[src/rtl/cache_mem_arbiter_if.sv]
// Bus bundle between the two cache fill ports, the arbiter and the memory controller.
// The master modport is the arbiter's view; slave is the surrounding environment.
interface cache_mem_arbiter_if #(
  parameter int DATABITS = 32,
  parameter int ADDRBITS = 32
);
  logic [ADDRBITS-1:0] req0_addr;
  logic [DATABITS-1:0] req0_in;
  logic                req0_rdreq;
  logic                req0_wrreq;
  logic                req0_grant;
  logic [DATABITS-1:0] req0_out;
  logic                req0_out_valid;
  logic                req0_in_ack;
  logic                req0_err;

  logic [ADDRBITS-1:0] req1_addr;
  logic [DATABITS-1:0] req1_in;
  logic                req1_rdreq;
  logic                req1_wrreq;
  logic                req1_grant;
  logic [DATABITS-1:0] req1_out;
  logic                req1_out_valid;
  logic                req1_in_ack;
  logic                req1_err;

  logic [ADDRBITS-1:0] mem_addr;
  logic [DATABITS-1:0] mem_in;
  logic                mem_rdreq;
  logic                mem_wrreq;
  logic [DATABITS-1:0] mem_out;
  logic                mem_out_valid;
  logic                mem_in_ack;
  logic [15:0]         mem_burstlen;

  modport master (
    input  req0_addr, req0_in, req0_rdreq, req0_wrreq,
    input  req1_addr, req1_in, req1_rdreq, req1_wrreq,
    input  mem_out, mem_out_valid, mem_in_ack, mem_burstlen,
    output req0_grant, req0_out, req0_out_valid, req0_in_ack, req0_err,
    output req1_grant, req1_out, req1_out_valid, req1_in_ack, req1_err,
    output mem_addr, mem_in, mem_rdreq, mem_wrreq
  );

  modport slave (
    output req0_addr, req0_in, req0_rdreq, req0_wrreq,
    output req1_addr, req1_in, req1_rdreq, req1_wrreq,
    output mem_out, mem_out_valid, mem_in_ack, mem_burstlen,
    input  req0_grant, req0_out, req0_out_valid, req0_in_ack, req0_err,
    input  req1_grant, req1_out, req1_out_valid, req1_in_ack, req1_err,
    input  mem_addr, mem_in, mem_rdreq, mem_wrreq
  );
endinterface

[src/rtl/cache_mem_arbiter.sv]
// Two-port round-robin burst arbiter in front of a single memory-controller port,
// with a per-burst beat counter and a stall watchdog.
module cache_mem_arbiter #(
  parameter int DATABITS    = 32,
  parameter int ADDRBITS    = 32,
  parameter int TIMEOUTBITS = 10
) (
  input logic                 clk,
  input logic                 reset,
  cache_mem_arbiter_if.master bus
);
  typedef enum logic [2:0] {IDLE, GRANT, READ, WRITE, RELEASE} state_t;

  state_t               state_q, state_d;
  logic                 owner_q, owner_d;
  logic                 wr_q, wr_d;
  logic                 rr_q, rr_d;
  logic [ADDRBITS-1:0]  addr_q, addr_d;
  logic [15:0]          blen_q, blen_d;
  logic [15:0]          cnt_q, cnt_d;
  logic [TIMEOUTBITS-1:0] wd_q, wd_d;
  logic [DATABITS-1:0]  out0_q, out1_q;
  logic                 ov0_q, ov1_q;

  logic want0, want1, beat, err, active, rd_beat;

  assign want0   = bus.req0_rdreq | bus.req0_wrreq;
  assign want1   = bus.req1_rdreq | bus.req1_wrreq;
  assign active  = (state_q != IDLE);
  assign rd_beat = (state_q == READ) & bus.mem_out_valid;

  always_comb begin
    state_d = state_q;
    owner_d = owner_q;
    wr_d    = wr_q;
    rr_d    = rr_q;
    addr_d  = addr_q;
    blen_d  = blen_q;
    cnt_d   = cnt_q;
    wd_d    = wd_q;
    beat    = 1'b0;
    err     = 1'b0;
    unique case (state_q)
      IDLE: begin
        if (want0 | want1) begin
          // Contention resolved by the pointer; a lone requester always wins.
          owner_d = want1 & (~want0 | rr_q);
          addr_d  = owner_d ? bus.req1_addr : bus.req0_addr;
          wr_d    = owner_d ? bus.req1_wrreq : bus.req0_wrreq;
          blen_d  = (bus.mem_burstlen == 16'd0) ? 16'd1 : bus.mem_burstlen;
          state_d = GRANT;
        end
      end
      GRANT: state_d = wr_q ? WRITE : READ;
      READ, WRITE: begin
        beat = (state_q == READ) ? bus.mem_out_valid : bus.mem_in_ack;
        if (beat) begin
          cnt_d = cnt_q + 16'd1;
          wd_d  = '0;
          if (cnt_q + 16'd1 == blen_q) state_d = RELEASE;
        end else if (wd_q == '1) begin
          err     = 1'b1;
          state_d = RELEASE;
        end else begin
          wd_d = wd_q + TIMEOUTBITS'(1);
        end
      end
      RELEASE: begin
        cnt_d   = '0;
        wd_d    = '0;
        rr_d    = ~owner_q;
        state_d = IDLE;
      end
      default: state_d = IDLE;
    endcase
  end

  always_ff @(posedge clk) begin
    if (reset) begin
      state_q <= IDLE;
      owner_q <= 1'b0;
      wr_q    <= 1'b0;
      rr_q    <= 1'b0;
      addr_q  <= '0;
      blen_q  <= '0;
      cnt_q   <= '0;
      wd_q    <= '0;
      out0_q  <= '0;
      out1_q  <= '0;
      ov0_q   <= 1'b0;
      ov1_q   <= 1'b0;
    end else begin
      state_q <= state_d;
      owner_q <= owner_d;
      wr_q    <= wr_d;
      rr_q    <= rr_d;
      addr_q  <= addr_d;
      blen_q  <= blen_d;
      cnt_q   <= cnt_d;
      wd_q    <= wd_d;
      ov0_q   <= rd_beat & ~owner_q;
      ov1_q   <= rd_beat & owner_q;
      out0_q  <= (rd_beat & ~owner_q) ? bus.mem_out : '0;
      out1_q  <= (rd_beat & owner_q) ? bus.mem_out : '0;
    end
  end

  assign bus.req0_grant     = active & ~owner_q;
  assign bus.req1_grant     = active & owner_q;
  assign bus.mem_addr       = active ? addr_q : '0;
  assign bus.mem_rdreq      = (state_q == GRANT) & ~wr_q;
  assign bus.mem_wrreq      = (state_q == GRANT) & wr_q;
  assign bus.mem_in         = active ? (owner_q ? bus.req1_in : bus.req0_in) : '0;
  assign bus.req0_in_ack    = (state_q == WRITE) & bus.mem_in_ack & ~owner_q;
  assign bus.req1_in_ack    = (state_q == WRITE) & bus.mem_in_ack & owner_q;
  assign bus.req0_err       = err & ~owner_q;
  assign bus.req1_err       = err & owner_q;
  assign bus.req0_out       = out0_q;
  assign bus.req1_out       = out1_q;
  assign bus.req0_out_valid = ov0_q;
  assign bus.req1_out_valid = ov1_q;
endmodule

[src/flat_wrapper.sv]
// flat-port wrapper written by rule: the top's interface ports become plain ports
module cache_mem_arbiter_flat 
#(
  parameter int DATABITS    = 32,
  parameter int ADDRBITS    = 32,
  parameter int TIMEOUTBITS = 10
)
  (clk, reset, bus_req0_addr, bus_req0_in, bus_req0_rdreq, bus_req0_wrreq, bus_req1_addr, bus_req1_in, bus_req1_rdreq, bus_req1_wrreq, bus_mem_out, bus_mem_out_valid, bus_mem_in_ack, bus_mem_burstlen, bus_req0_grant, bus_req0_out, bus_req0_out_valid, bus_req0_in_ack, bus_req0_err, bus_req1_grant, bus_req1_out, bus_req1_out_valid, bus_req1_in_ack, bus_req1_err, bus_mem_addr, bus_mem_in, bus_mem_rdreq, bus_mem_wrreq);
  cache_mem_arbiter_if #(.DATABITS(DATABITS), .ADDRBITS(ADDRBITS)) bus_i ();
  input logic clk;
  input logic reset;
  input wire logic [$bits(bus_i.req0_addr)-1:0] bus_req0_addr;
  input wire logic [$bits(bus_i.req0_in)-1:0] bus_req0_in;
  input wire logic [$bits(bus_i.req0_rdreq)-1:0] bus_req0_rdreq;
  input wire logic [$bits(bus_i.req0_wrreq)-1:0] bus_req0_wrreq;
  input wire logic [$bits(bus_i.req1_addr)-1:0] bus_req1_addr;
  input wire logic [$bits(bus_i.req1_in)-1:0] bus_req1_in;
  input wire logic [$bits(bus_i.req1_rdreq)-1:0] bus_req1_rdreq;
  input wire logic [$bits(bus_i.req1_wrreq)-1:0] bus_req1_wrreq;
  input wire logic [$bits(bus_i.mem_out)-1:0] bus_mem_out;
  input wire logic [$bits(bus_i.mem_out_valid)-1:0] bus_mem_out_valid;
  input wire logic [$bits(bus_i.mem_in_ack)-1:0] bus_mem_in_ack;
  input wire logic [$bits(bus_i.mem_burstlen)-1:0] bus_mem_burstlen;
  output wire logic [$bits(bus_i.req0_grant)-1:0] bus_req0_grant;
  output wire logic [$bits(bus_i.req0_out)-1:0] bus_req0_out;
  output wire logic [$bits(bus_i.req0_out_valid)-1:0] bus_req0_out_valid;
  output wire logic [$bits(bus_i.req0_in_ack)-1:0] bus_req0_in_ack;
  output wire logic [$bits(bus_i.req0_err)-1:0] bus_req0_err;
  output wire logic [$bits(bus_i.req1_grant)-1:0] bus_req1_grant;
  output wire logic [$bits(bus_i.req1_out)-1:0] bus_req1_out;
  output wire logic [$bits(bus_i.req1_out_valid)-1:0] bus_req1_out_valid;
  output wire logic [$bits(bus_i.req1_in_ack)-1:0] bus_req1_in_ack;
  output wire logic [$bits(bus_i.req1_err)-1:0] bus_req1_err;
  output wire logic [$bits(bus_i.mem_addr)-1:0] bus_mem_addr;
  output wire logic [$bits(bus_i.mem_in)-1:0] bus_mem_in;
  output wire logic [$bits(bus_i.mem_rdreq)-1:0] bus_mem_rdreq;
  output wire logic [$bits(bus_i.mem_wrreq)-1:0] bus_mem_wrreq;
  assign bus_i.req0_addr = bus_req0_addr;
  assign bus_i.req0_in = bus_req0_in;
  assign bus_i.req0_rdreq = bus_req0_rdreq;
  assign bus_i.req0_wrreq = bus_req0_wrreq;
  assign bus_i.req1_addr = bus_req1_addr;
  assign bus_i.req1_in = bus_req1_in;
  assign bus_i.req1_rdreq = bus_req1_rdreq;
  assign bus_i.req1_wrreq = bus_req1_wrreq;
  assign bus_i.mem_out = bus_mem_out;
  assign bus_i.mem_out_valid = bus_mem_out_valid;
  assign bus_i.mem_in_ack = bus_mem_in_ack;
  assign bus_i.mem_burstlen = bus_mem_burstlen;
  assign bus_req0_grant = bus_i.req0_grant;
  assign bus_req0_out = bus_i.req0_out;
  assign bus_req0_out_valid = bus_i.req0_out_valid;
  assign bus_req0_in_ack = bus_i.req0_in_ack;
  assign bus_req0_err = bus_i.req0_err;
  assign bus_req1_grant = bus_i.req1_grant;
  assign bus_req1_out = bus_i.req1_out;
  assign bus_req1_out_valid = bus_i.req1_out_valid;
  assign bus_req1_in_ack = bus_i.req1_in_ack;
  assign bus_req1_err = bus_i.req1_err;
  assign bus_mem_addr = bus_i.mem_addr;
  assign bus_mem_in = bus_i.mem_in;
  assign bus_mem_rdreq = bus_i.mem_rdreq;
  assign bus_mem_wrreq = bus_i.mem_wrreq;
  cache_mem_arbiter #(.DATABITS(DATABITS), .ADDRBITS(ADDRBITS), .TIMEOUTBITS(TIMEOUTBITS)) u_core (.clk(clk), .reset(reset), .bus(bus_i));
endmodule
[config.mk]
export PLATFORM = sky130hd
export DESIGN_NAME = cache_mem_arbiter_flat
export DESIGN_NICKNAME = d
export VERILOG_FILES = /design/src/rtl/cache_mem_arbiter_if.sv /design/src/rtl/cache_mem_arbiter.sv /design/src/flat_wrapper.sv
export SDC_FILE = /design/constraint.sdc
export NUM_CORES = 1
export LEC_CHECK = 0
export BUFFER_PORTS_ARGS = -buffer_cell sky130_fd_sc_hd__buf_2
export CORE_AREA = 2 2 127 129
export DETAILED_ROUTE_END_ITERATION = 12
export DIE_AREA = 0 0 129 131
export PLACE_DENSITY = 0.76
export SLEW_MARGIN = 5
export SYNTH_ARGS = -nofsm -noshare
export SYNTH_HDL_FRONTEND = slang
export SYNTH_SLANG_ARGS = --single-unit
[constraint.sdc]
create_clock -name clk -period 3.4 [get_ports clk]
set_input_delay 0.34 -clock clk [delete_from_list [all_inputs] [get_ports clk]]
set_output_delay 0.34 -clock clk [all_outputs]
set_load 0.01 [all_outputs]
==> results of run 1 <==
[per-layer routing]
layer	GRT usage (%)	up-vias	routed length (µm)
met4	9.65	2	582
li1	-	3267	-
met5	0	-	13
met1	29.5	2960	8630
met3	8.06	31	1700
met2	40.6	268	10500
[sequential cells by signal (all words and copies together), names as in the netlist]
| register | flops |
|---|---|
| u_core.state_q | 3 |
| u_core.rr_q | 1 |
| u_core.cnt_q | 16 |
| u_core.owner_q | 1 |
| u_core.bus.req0_out_valid | 1 |
| u_core.wr_q | 1 |
| u_core.bus.req1_out_valid | 1 |
| u_core.wd_q | 10 |
| u_core.blen_q | 16 |
| u_core.addr_q | 32 |
| u_core.bus.req0_out | 32 |
| u_core.bus.req1_out | 32 |
[stage by stage]
stage	utilization [%]	instances
floorplan	-	773
global placement	54.4	1262
detailed placement	54.4	1262
CTS	58.0	1294
global route	58.0	1294
finish	58.0	1294
[final timing paths]
path | endpoint | startpoint | cells past startpoint
setup / recovery | bus_req0_err | u_core.state_q[1] | 6
hold / removal | u_core.bus.req0_out[13] | bus_mem_out[13] | 2
setup reg to reg | u_core.state_q[1] | u_core.cnt_q[0] | 8
hold reg to reg | u_core.blen_q[1] | u_core.blen_q[1] | 2
[cells by family after synthesis]
| group | count (synthesis) | synth area share, % |
|---|---|---|
| AOI/OAI and AO/OA | 120 | 11.4 |
| muxes | 66 | 9.81 |
| buffers and inverters | 62 | 3.91 |
| adders and majority gates | 2 | 0.371 |
| xor gates and xnor gates | 30 | 3.89 |
| and+or+nand+nor | 347 | 27.3 |
| DFF | 146 | 43.3 |
[layout make-up]
| cell class | instances | area, µm² | area share, % |
|---|---|---|---|
| clock buffers | 19 | 443 | 4.90 |
| clock inverters | 13 | 115 | 1.27 |
| inverters | 4 | 15.0 | 0.166 |
| multi-input cells | 565 | 3590 | 39.7 |
| flip-flops and latches | 146 | 2920 | 32.3 |
| well taps | 216 | 270 | 2.99 |
| repair buffers | 331 | 1680 | 18.6 |
[Yosys cell counts, types with 4 or more instances]
library cell / n / share of area [%]
nand4_1: 13 / 1.2
mux2i_1: 65 / 9.6
nand3b_1: 8 / 0.89
and2_1: 65 / 6.0
inv_1: 4 / 0.22
nor3_1: 14 / 1.0
nand2_1: 48 / 2.7
nand3_1: 13 / 0.96
nor4_2: 5 / 0.93
xnor2_1: 19 / 2.5
o22ai_1: 4 / 0.37
xor2_1: 11 / 1.4
a211oi_1: 37 / 4.1
or3_1: 4 / 0.37
o21ai_1: 13 / 0.96
and3_1: 4 / 0.37
clkbuf_1: 42 / 2.3
a21oi_1: 38 / 2.8
buf_2: 10 / 0.74
nor4_1: 7 / 0.65
nand2b_1: 6 / 0.56
o21ai_0: 8 / 0.59
dfxtp_1: 146 / 43
nor2_1: 104 / 5.8
nor2b_1: 39 / 3.6
[power by group]
group	switching, mW	internal (mW)	leakage [nW]	total [mW]
clock network	0.792	0.982	0.277	1.77
registers	0.174	1.94	1.19	2.12
logic	1.13	0.757	2.82	1.88
total	2.09	3.68	4.28	5.78
==> results.txt, run 1 <==
----------------------------------------------------
[Status]
  Outcome ... finished, final reports clean

[Worst setup path]
  Arrival time reported for the critical path endpoint ... 2330 ps
  Crit-path cells ... nor3b_1, mux2_2, nor2b_1, nand2_1, nor3_1, buf_2
  CP Launch Type ... flip-flop
  Setup slack on the worst flop-to-flop path ... 780 ps
  Critical path type ... flip-flop to primary output
  Sum of buffers and inverters on the critical path ... 1
  Family with the most delay on the worst path ... simple AND/OR/NAND/NOR gates
  Top fanout value on the critical path ... 14
  Critical path required time ... 3060 ps
  CP Capture Type ... primary output
  Largest stage delay on the critical path ... 570 ps
  Cell with the biggest individual delay on the critical path ... dfxtp_1

[Floorplan]
  FP Rows ... 46
  Die area ... 16,900 µm²
  Core area ... 15,600 µm²
  Chip width ... 129 µm
  Vertical die dimension ... 131 µm
  Total I/O pin count ... 322
  Effective utilization at floorplan ... 43.3%

[CTS]
  Total CTS buffers ... 17
  Clock tree from TritonCTS ... yes
  Worst-case clock buffer depth ... 2
  Post-cts repair resize count ... 0
  Number of hold-repair buffers added at the cts stage ... 0
  CTS Sinks ... 146
  Clock-pin slew reported for the worst setup and hold paths after clock tree synthesis ... 70 ps
  Clock tree root driver cell ... clkbuf_16
  CTS HTree Levels ... 4
  Post-CTS setup repair buffer count ... 0
  Clock latency of the later-clocked register in the worst-skew pair ... 420 ps

[Yosys]
  Average cell area after synthesis ... 8.73 µm²
  Number of flops mapped to enable cells by yosys ... 0
  Number of different library cells in the post-synthesis netlist ... 57
  Share of async-settable or async-resettable flops after synthesis ... 0%
  Warnings from Yosys ... 0
  Total standard cell area after synthesis ... 6750 µm²
  Post-Syn Instances ... 773
  Post-synthesis sequential element count ... 146
  Sequential share of the synthesized area ... 43.3%
  Post-synthesis net count ... 959
  Top FF cell, synth ... dfxtp_1

[Cells and area]
  Commonest non-fill, non-tap cell in the layout ... buf_2
  Post-Layout Inst Area ... 9040 µm²
  Antenna diodes ... 0
  Filler instances ... 1,438
  Number of nets at the end of the flow ... 1,251
  Share of post-route cells with drive strength above 1 ... 35.2%
  Area growth from synthesis to layout ... 34.0%
  Most frequent cells in the layout ... 321 x buf_2, 145 x dfxtp_1, 103 x nor2_1

[Placed design]
  Final weighted congestion of routability-driven global placement ... 0.931
  Placement-stage cell area ... 8490 µm²
  Pre-CTS setup slack ... 858 ps
  Count of input and output buffers ... 321
  Half-perimeter wire length of the detailed placement result ... 16,500 µm

[Timing]
  Number of pins exceeding their max-slew limit in the final report ... 0
  Part of the cycle the worst path needs ... 78.6%
  Setup violations, final ... 0
  Maximum clock frequency ... 0.374 GHz
  Worst Tran Pin Value ... 812 ps
  Min setup slack post-route ... 728 ps
  Setup repair after global routing missed its margin ... false
  Max-Slew Margin vs Limit ... 45.9%
  Post-route clock skew ... 8.51 ps
  Aggregate negative setup slack ... 0 ps
  Total count of hold-check failures in the final report ... 0
  Worst Hold Slack ... 127 ps
  Min Clock Period, post-route ... 2670 ps

[Route]
  Number of remaining DRC errors ... 0
  Starting DRT DRC Count ... 399
  Vias per Instance ... 5.04
  Post-detailed-routing wire length ... 21,400 µm
  Antenna viol nets, final ... 0
  Drt first pass iters ... 5
  DR vias ... 6,528
  Detailed-route wire length per cell ... 16.5 µm

[Global routing]
  Total global-route track usage ... 24.5%
  First-pass GRT wire length ... 31,500 µm
  Initial antenna violation count ... 2
  Global route overflow ... 0
  Maximum number of pins on one net before global-route repair ... 73
  Vias in the first global route ... 5,836

[Pwr]
  Power Dens Cells ... 639 nW/µm²
  VDD IR-drop max ... 0.384 mV
  Pleak ... 4.28 nW
  Post-layout total power ... 5.78 mW

[Min path]
  Type of the most critical hold path ... primary input to flip-flop

[Job]
  Maxcap violations ... 0

----------------------------------------------------
No activity file was read; power rests on OpenSTA's default activity.
==> inputs of run 2 (changes only) <==
Settings changed: CORE_AREA 2 2 127 129 to unset, CORE_ASPECT_RATIO set to 0.75, CORE_UTILIZATION set to 47, DIE_AREA 0 0 129 131 to unset, PLACE_DENSITY 0.76 to 0.81.
Clock period 3.4 ns to 2.68 ns, I/O delays scaled along.
==> run 2 against run 1 <==
Net effect: final cell count down 2.1%; sequential power up 25%; non-clock buffer count up 12; wire length down 1.4%; sequential cell count unchanged; count of clock-buffer cells in the layout down 2; cell area up 1.6%; critical path depth up 2; via count up 1.6%; critical endpoint is now u_core.state_q[0]; highest routed layer is now met4.
==> results.txt, run 2 (synthesis results as in run 1) <==
----------------------------------------------------
[Floorplan]
  Effective utilization at floorplan ... 48.7% (+5.5 points)
  Die area ... 14,800 µm² (-12%)
  FP Rows ... 37 (-20%)
  Vertical die dimension ... 106 µm (-19%)
  Total I/O pin count ... 322 (unchanged)
  Chip width ... 140 µm (+8.8%)
  Core area ... 13,800 µm² (-11%)

[CTS]
  Clock-pin slew reported for the worst setup and hold paths after clock tree synthesis ... 70 ps (about the same)
  Clock tree from TritonCTS ... yes
  Clock tree root driver cell ... clkbuf_16
  Total CTS buffers ... 17 (unchanged)
  CTS Sinks ... 146 (unchanged)
  Number of hold-repair buffers added at the cts stage ... 0 (unchanged)
  Post-cts repair resize count ... 0 (unchanged)
  Worst-case clock buffer depth ... 2 (unchanged)
  Clock latency of the later-clocked register in the worst-skew pair ... 420 ps (about the same)
  CTS HTree Levels ... 4 (unchanged)
  Post-CTS setup repair buffer count ... 0 (unchanged)

[Route]
  Detailed-route wire length per cell ... 16.7 µm (+0.74%)
  Post-detailed-routing wire length ... 21,100 µm (-1.4%)
  Starting DRT DRC Count ... 424 (+6.3%)
  Number of remaining DRC errors ... 0 (unchanged)
  Drt first pass iters ... 5 (unchanged)
  DR vias ... 6,634 (+1.6%)
  Antenna viol nets, final ... 0 (unchanged)
  Vias per Instance ... 5.24 (+3.8%)

[Placed design]
  Count of input and output buffers ... 321 (unchanged)
  Final weighted congestion of routability-driven global placement ... 0.934 (+0.33%)
  Half-perimeter wire length of the detailed placement result ... 16,400 µm (-0.70%)

[Min path]
  Hold Path Stages ... 2 (unchanged)
  Type of the most critical hold path ... primary input to flip-flop
  Worst Min Path Start ... bus_mem_out[8]
  Endpoint of the worst hold-timing path ... u_core.bus.req1_out[8]

[Worst setup path]
  Arrival time reported for the critical path endpoint ... 2780 ps (+450 ps)
  Top fanout value on the critical path ... 11 (-3)
  R2r endpoint ... u_core.state_q[0]
  Setup slack on the worst flop-to-flop path ... 200 ps (-580 ps)
  Critical path required time ... 2980 ps (-80 ps)
  CP Capture Type ... flip-flop
  Reg2reg start ... u_core.cnt_q[0]
  Number of cell instances on the worst register-to-register path ... 8 (unchanged)
  CP Launch Type ... flip-flop
  Critical path type ... flip-flop to flip-flop

[Pwr]
  Net Sw Power ... 2.80 mW (+34%)
  Combinational fraction of design power ... 33.7% (+1.1 points)
  Internal power ... 4.77 mW (+30%)
  Pleak ... 4.39 nW (+2.6%)
  VDD IR-drop max ... 0.793 mV (+110%)
  Power Dens Cells ... 824 nW/µm² (+29%)
  Switching share of power ... 37.0% (+0.74 points)
  Flop pwr share ... 35.2% (-1.4 points)
  Clock network fraction of design power ... 31.1% (+0.4 points)

[Timing]
  Aggregate negative setup slack ... 0 ps (unchanged)
  Setup repair after global routing missed its margin ... false
  Number of pins exceeding their max-slew limit in the final report ... 0 (unchanged)
  Post-route clock skew ... 16.6 ps (+8.06 ps)
  Total count of hold-check failures in the final report ... 0 (unchanged)
  Part of the cycle the worst path needs ... 92.4%
  Setup violations, final ... 0 (unchanged)
  Max-Slew Margin vs Limit ... 48.6% (+2.7 points)
  Worst Tran Pin Value ... 764 ps (-47.9 ps)
  Min Clock Period, post-route ... 2480 ps
  Maximum clock frequency ... 0.404 GHz

[Cells and area]
  Final Util ... 66.4% (+8.4 points)
  Most frequent cells in the layout ... 321 x buf_2, 145 x dfxtp_1, 103 x nor2_1
  Area growth from synthesis to layout ... 36.1%
  Commonest non-fill, non-tap cell in the layout ... buf_2
  Number of nets at the end of the flow ... 1,263 (+0.96%)
  Share of post-route cells with drive strength above 1 ... 36.1% (+0.99 points)

[Global routing]
  First-pass GRT wire length ... 32,100 µm (+2.0%)
  Initial antenna violation count ... 2 (unchanged)
  Vias in the first global route ... 6,050 (+3.7%)
  Maximum number of pins on one net before global-route repair ... 70 (-4.1%)
  Global route overflow ... 0 (unchanged)
  Total global-route track usage ... 28.1% (+3.7 points)

[Status]
  Outcome ... finished, final reports clean

[Job]
  Maxcap violations ... 0 (unchanged)

----------------------------------------------------
run 2: cell types whose count changed in the layout (fill, tap and decap cells not counted), moves of 2 or more:
cell / change
buf_12: +2
buf_4: +10
clkinv_2: -2
clkinv_8: +5
diode_2: +2
inv_6: -2
run 2: metal layers:
layer  vias to the layer above  GRT usage, %  routed length [µm]
li1                       3284             -                   -
met1                      3028          36.6                9330
met2                       290          44.5                9630
met3                        32          7.18                1630
met4                         0          11.2                 531
met5                         -             0                   0
run 2: worst max-delay path by stage:
stage                          from           endpoint
floorplan           u_core.cnt_q[1]  u_core.state_q[1]
global placement    u_core.cnt_q[0]  u_core.state_q[1]
detailed placement  u_core.cnt_q[0]  u_core.state_q[1]
CTS                 u_core.cnt_q[0]  u_core.state_q[0]
global route        u_core.cnt_q[0]  u_core.state_q[2]
finish              u_core.cnt_q[0]  u_core.state_q[0]
run 2: area by class of cell:
class	count	area, µm²
timing repair buffer	343	1800
sequential	146	2920
inverter	4	15.0
fill	1168	4660
antenna	2	5.00
tap	175	219
multi-input combinational	565	3620
clock buffer	17	425
clock inverter	15	181
run 2: per-stage QoR:
stage | cell area, µm² | hold WS, ps | worst slack (ps) | instances | power [mW]
final | 9190 | 54.4 | 204 | 1267 | 7.57
after global routing | 9190 | 44.9 | 12.3 | 1267 | 7.95
after CTS | 9160 | 43.8 | 148 | 1265 | 7.57
after detailed placement | 8550 | 459 | 174 | 1233 | 5.22
after global placement | 8550 | 462 | 225 | 1233 | 5.19
after floorplan | 6750 | 390 | 530 | 773 | 4.26
run 2: power groups by stage:
stage	Sequential [mW]	Combinational [mW]	Clock, mW
after floorplan	2.64	1.62	0
after global placement	2.70	2.49	0
after detailed placement	2.70	2.51	0
after CTS	2.66	2.53	2.38
after global routing	2.70	2.79	2.47
final	2.66	2.55	2.36
run 2: critical path, cell delays in order (launching register included):
cell,delay (ps)
dfxtp_1,480
ha_2,320
nand3_2,270
nor4_2,490
xnor2_1,180
nor4bb_1,280
nand4_1,160
nand3_1,120
nand2_1,70
==> inputs of run 3 (changes only) <==
Settings changed: CORE_UTILIZATION 47 to 39, PLACE_DENSITY 0.81 to 0.69.
==> run 3 against run 2 <==
Net effect: combinational power barely moved; sequential share of layout area shrank 0.18 points; clock skew fell by 6.1 ps; via count down 1.8%; register-to-register slack improved by 70 ps; sequential power hardly changed; largest power group unchanged.
==> results.txt, run 3 (synthesis results as in run 1) <==
----------------------------------------------------
[Worst setup path]
  Reg2reg start ... u_core.cnt_q[0]
  Setup slack on the worst flop-to-flop path ... 270 ps (+70 ps)
  Top fanout value on the critical path ... 5 (-6)
  R2r endpoint ... u_core.state_q[1]
  Arrival time reported for the critical path endpoint ... 2170 ps (-610 ps)
  Critical path type ... flip-flop to primary output
  CP Capture Type ... primary output
  Worst setup path start ... u_core.wd_q[0]
  Endpoint of the most critical setup path ... bus_req0_err
  Critical path required time ... 2410 ps (-570 ps)
  Number of cell instances on the worst register-to-register path ... 9 (+1)
  CP Launch Type ... flip-flop

[Pwr]
  Internal power ... 4.86 mW (+1.9%)
  Clock network fraction of design power ... 31.6% (+0.5 points)
  Flop pwr share ... 34.8% (-0.4 points)
  VDD IR-drop max ... 0.438 mV (-45%)
  Net Sw Power ... 2.72 mW (-2.7%)
  Power Dens Cells ... 821 nW/µm² (-0.40%)
  Switching share of power ... 35.9% (-1.1 points)
  Pleak ... 4.39 nW (-0.13%)
  Combinational fraction of design power ... 33.5% (-0.2 points)
  Post-layout total power ... 7.58 mW (+0.17%)

[Timing]
  Total count of hold-check failures in the final report ... 0 (unchanged)
  Number of pins exceeding their max-slew limit in the final report ... 0 (unchanged)
  Worst Hold Slack ... 56.8 ps (+2.35 ps)
  Post-route clock skew ... 10.5 ps (-6.07 ps)
  Worst Tran Pin Value ... 923 ps (+159 ps)
  Setup repair after global routing missed its margin ... false
  Setup violations, final ... 0 (unchanged)
  Min Clock Period, post-route ... 2440 ps (-41.0 ps)
  Part of the cycle the worst path needs ... 90.9% (-1.5 points)
  Aggregate negative setup slack ... 0 ps (unchanged)
  Maximum clock frequency ... 0.411 GHz (+1.7%)
  Max-Slew Margin vs Limit ... 37.9% (-11 points)

[Min path]
  Type of the most critical hold path ... primary input to flip-flop

[Cells and area]
  Share of post-route cells with drive strength above 1 ... 36.1% (unchanged)
  Total area of multi-input combinational cells ... 3610 µm² (-0.24%)
  Number of nets at the end of the flow ... 1,263 (unchanged)
  Reg area ... 2920 µm² (unchanged)
  Filler instances ... 1,576 (+35%)
  Post-Layout Inst Area ... 9240 µm² (+0.57%)
  Most frequent cells in the layout ... 321 x buf_2, 145 x dfxtp_1, 103 x nor2_1
  Final Util ... 54.7% (-12 points)
  Area growth from synthesis to layout ... 36.9%
  Commonest non-fill, non-tap cell in the layout ... buf_2

[CTS]
  Post-CTS setup repair buffer count ... 0 (unchanged)
  Total CTS buffers ... 17 (unchanged)
  Worst-case clock buffer depth ... 2 (unchanged)
  Clock-pin slew reported for the worst setup and hold paths after clock tree synthesis ... 70 ps (about the same)
  Clock tree from TritonCTS ... yes
  Number of hold-repair buffers added at the cts stage ... 0 (unchanged)
  CTS Sinks ... 146 (unchanged)
  Clock tree root driver cell ... clkbuf_16
  Clock latency of the later-clocked register in the worst-skew pair ... 430 ps (about the same)
  CTS HTree Levels ... 4 (unchanged)
  Post-cts repair resize count ... 0 (unchanged)

[Floorplan]
  Vertical die dimension ... 116 µm (+9.6%)
  FP Rows ... 41 (+11%)
  Die area ... 17,800 µm² (+20%)
  Total I/O pin count ... 322 (unchanged)
  Core area ... 16,900 µm² (+22%)
  Effective utilization at floorplan ... 40.0% (-8.8 points)
  Chip width ... 154 µm (+9.6%)

[Placed design]
  Count of input and output buffers ... 321 (unchanged)
  Half-perimeter wire length of the detailed placement result ... 15,700 µm (-4.3%)
  Placement-stage cell area ... 8610 µm² (+0.73%)
  Final weighted congestion of routability-driven global placement ... 0.983 (+5.3%)

[Route]
  Post-detailed-routing wire length ... 20,500 µm (-3.1%)
  Starting DRT DRC Count ... 454 (+7.1%)
  Vias per Instance ... 4.98 (-4.8%)
  Detailed-route wire length per cell ... 15.7 µm (-6.1%)
  DR vias ... 6,515 (-1.8%)
  Wire length on met2 ... 8740 µm (-9.2%)
  Number of remaining DRC errors ... 0 (unchanged)
  Met3 layer wire length in the routed design ... 1450 µm (-11%)
  Antenna viol nets, final ... 0 (unchanged)
  Met1 wire length ... 9690 µm (+3.9%)
  Top metal layer carrying routed signals ... met4
  Drt first pass iters ... 4 (-1)

[Global routing]
  Total global-route track usage ... 22.4% (-5.7 points)
  First-pass GRT wire length ... 30,400 µm (-5.2%)
  Initial antenna violation count ... 3 (+1)
  Maximum number of pins on one net before global-route repair ... 70 (unchanged)
  Vias in the first global route ... 5,681 (-6.1%)
  Global route overflow ... 0 (unchanged)

[Status]
  Outcome ... finished, final reports clean

[Job]
  Maxcap violations ... 0 (unchanged)

----------------------------------------------------
-- run 3: final cells by class --
type | instances | area share (%)
tap | 215 | 2.91
multi-input combinational | 565 | 39.1
timing repair buffer | 343 | 19.6
sequential | 146 | 31.6
clock inverter | 14 | 1.80
antenna | 2 | 0.0542
clock buffer | 18 | 4.75
inverter | 4 | 0.163
-- run 3: critical path, stage by stage (launching register included) --
cell and delay (ps):
dfxtp_1 400, ha_1 270, nand3_1 90, nor3_1 290, nor2b_1 290, nand2_1 110
nor3_1 130, buf_2 170
-- run 3: worst min-delay path by stage --
stage	startpoint	to	slack, ps	cells past startpoint
after CTS	bus_mem_out[19]	u_core.bus.req1_out[19]	40	2
final	bus_mem_out[16]	u_core.bus.req1_out[16]	60	2
after global routing	bus_mem_out[10]	u_core.bus.req0_out[10]	30	2
after floorplan	bus_mem_out[0]	u_core.bus.req0_out[0]	390	1
after global placement	u_core.blen_q[4]	u_core.blen_q[4]	460	2
after detailed placement	u_core.blen_q[7]	u_core.blen_q[7]	460	2
-- run 3: per-stage QoR --
step                std cells  setup slack [ps]
global placement         1273               308
CTS                      1305               173
detailed placement       1273               213
floorplan                 773               530
finish                   1307               245
global route             1307              54.9
-- run 3: power by group through the flow --
stage / Sequential (mW) / Clock, mW / Combinational, mW
after floorplan: 2.64 / 0 / 1.62
after global placement: 2.67 / 0 / 2.52
after detailed placement: 2.69 / 0 / 2.53
after CTS: 2.64 / 2.44 / 2.54
after global routing: 2.68 / 2.55 / 2.83
final: 2.64 / 2.40 / 2.54
-- run 3: per-layer routing --
layer | vias to the layer above | track usage [%]
met1 | 2953 | 30.5
met3 | 36 | 6.77
met5 | - | 0
met4 | 0 | 10.7
li1 | 3280 | -
met2 | 246 | 32.5
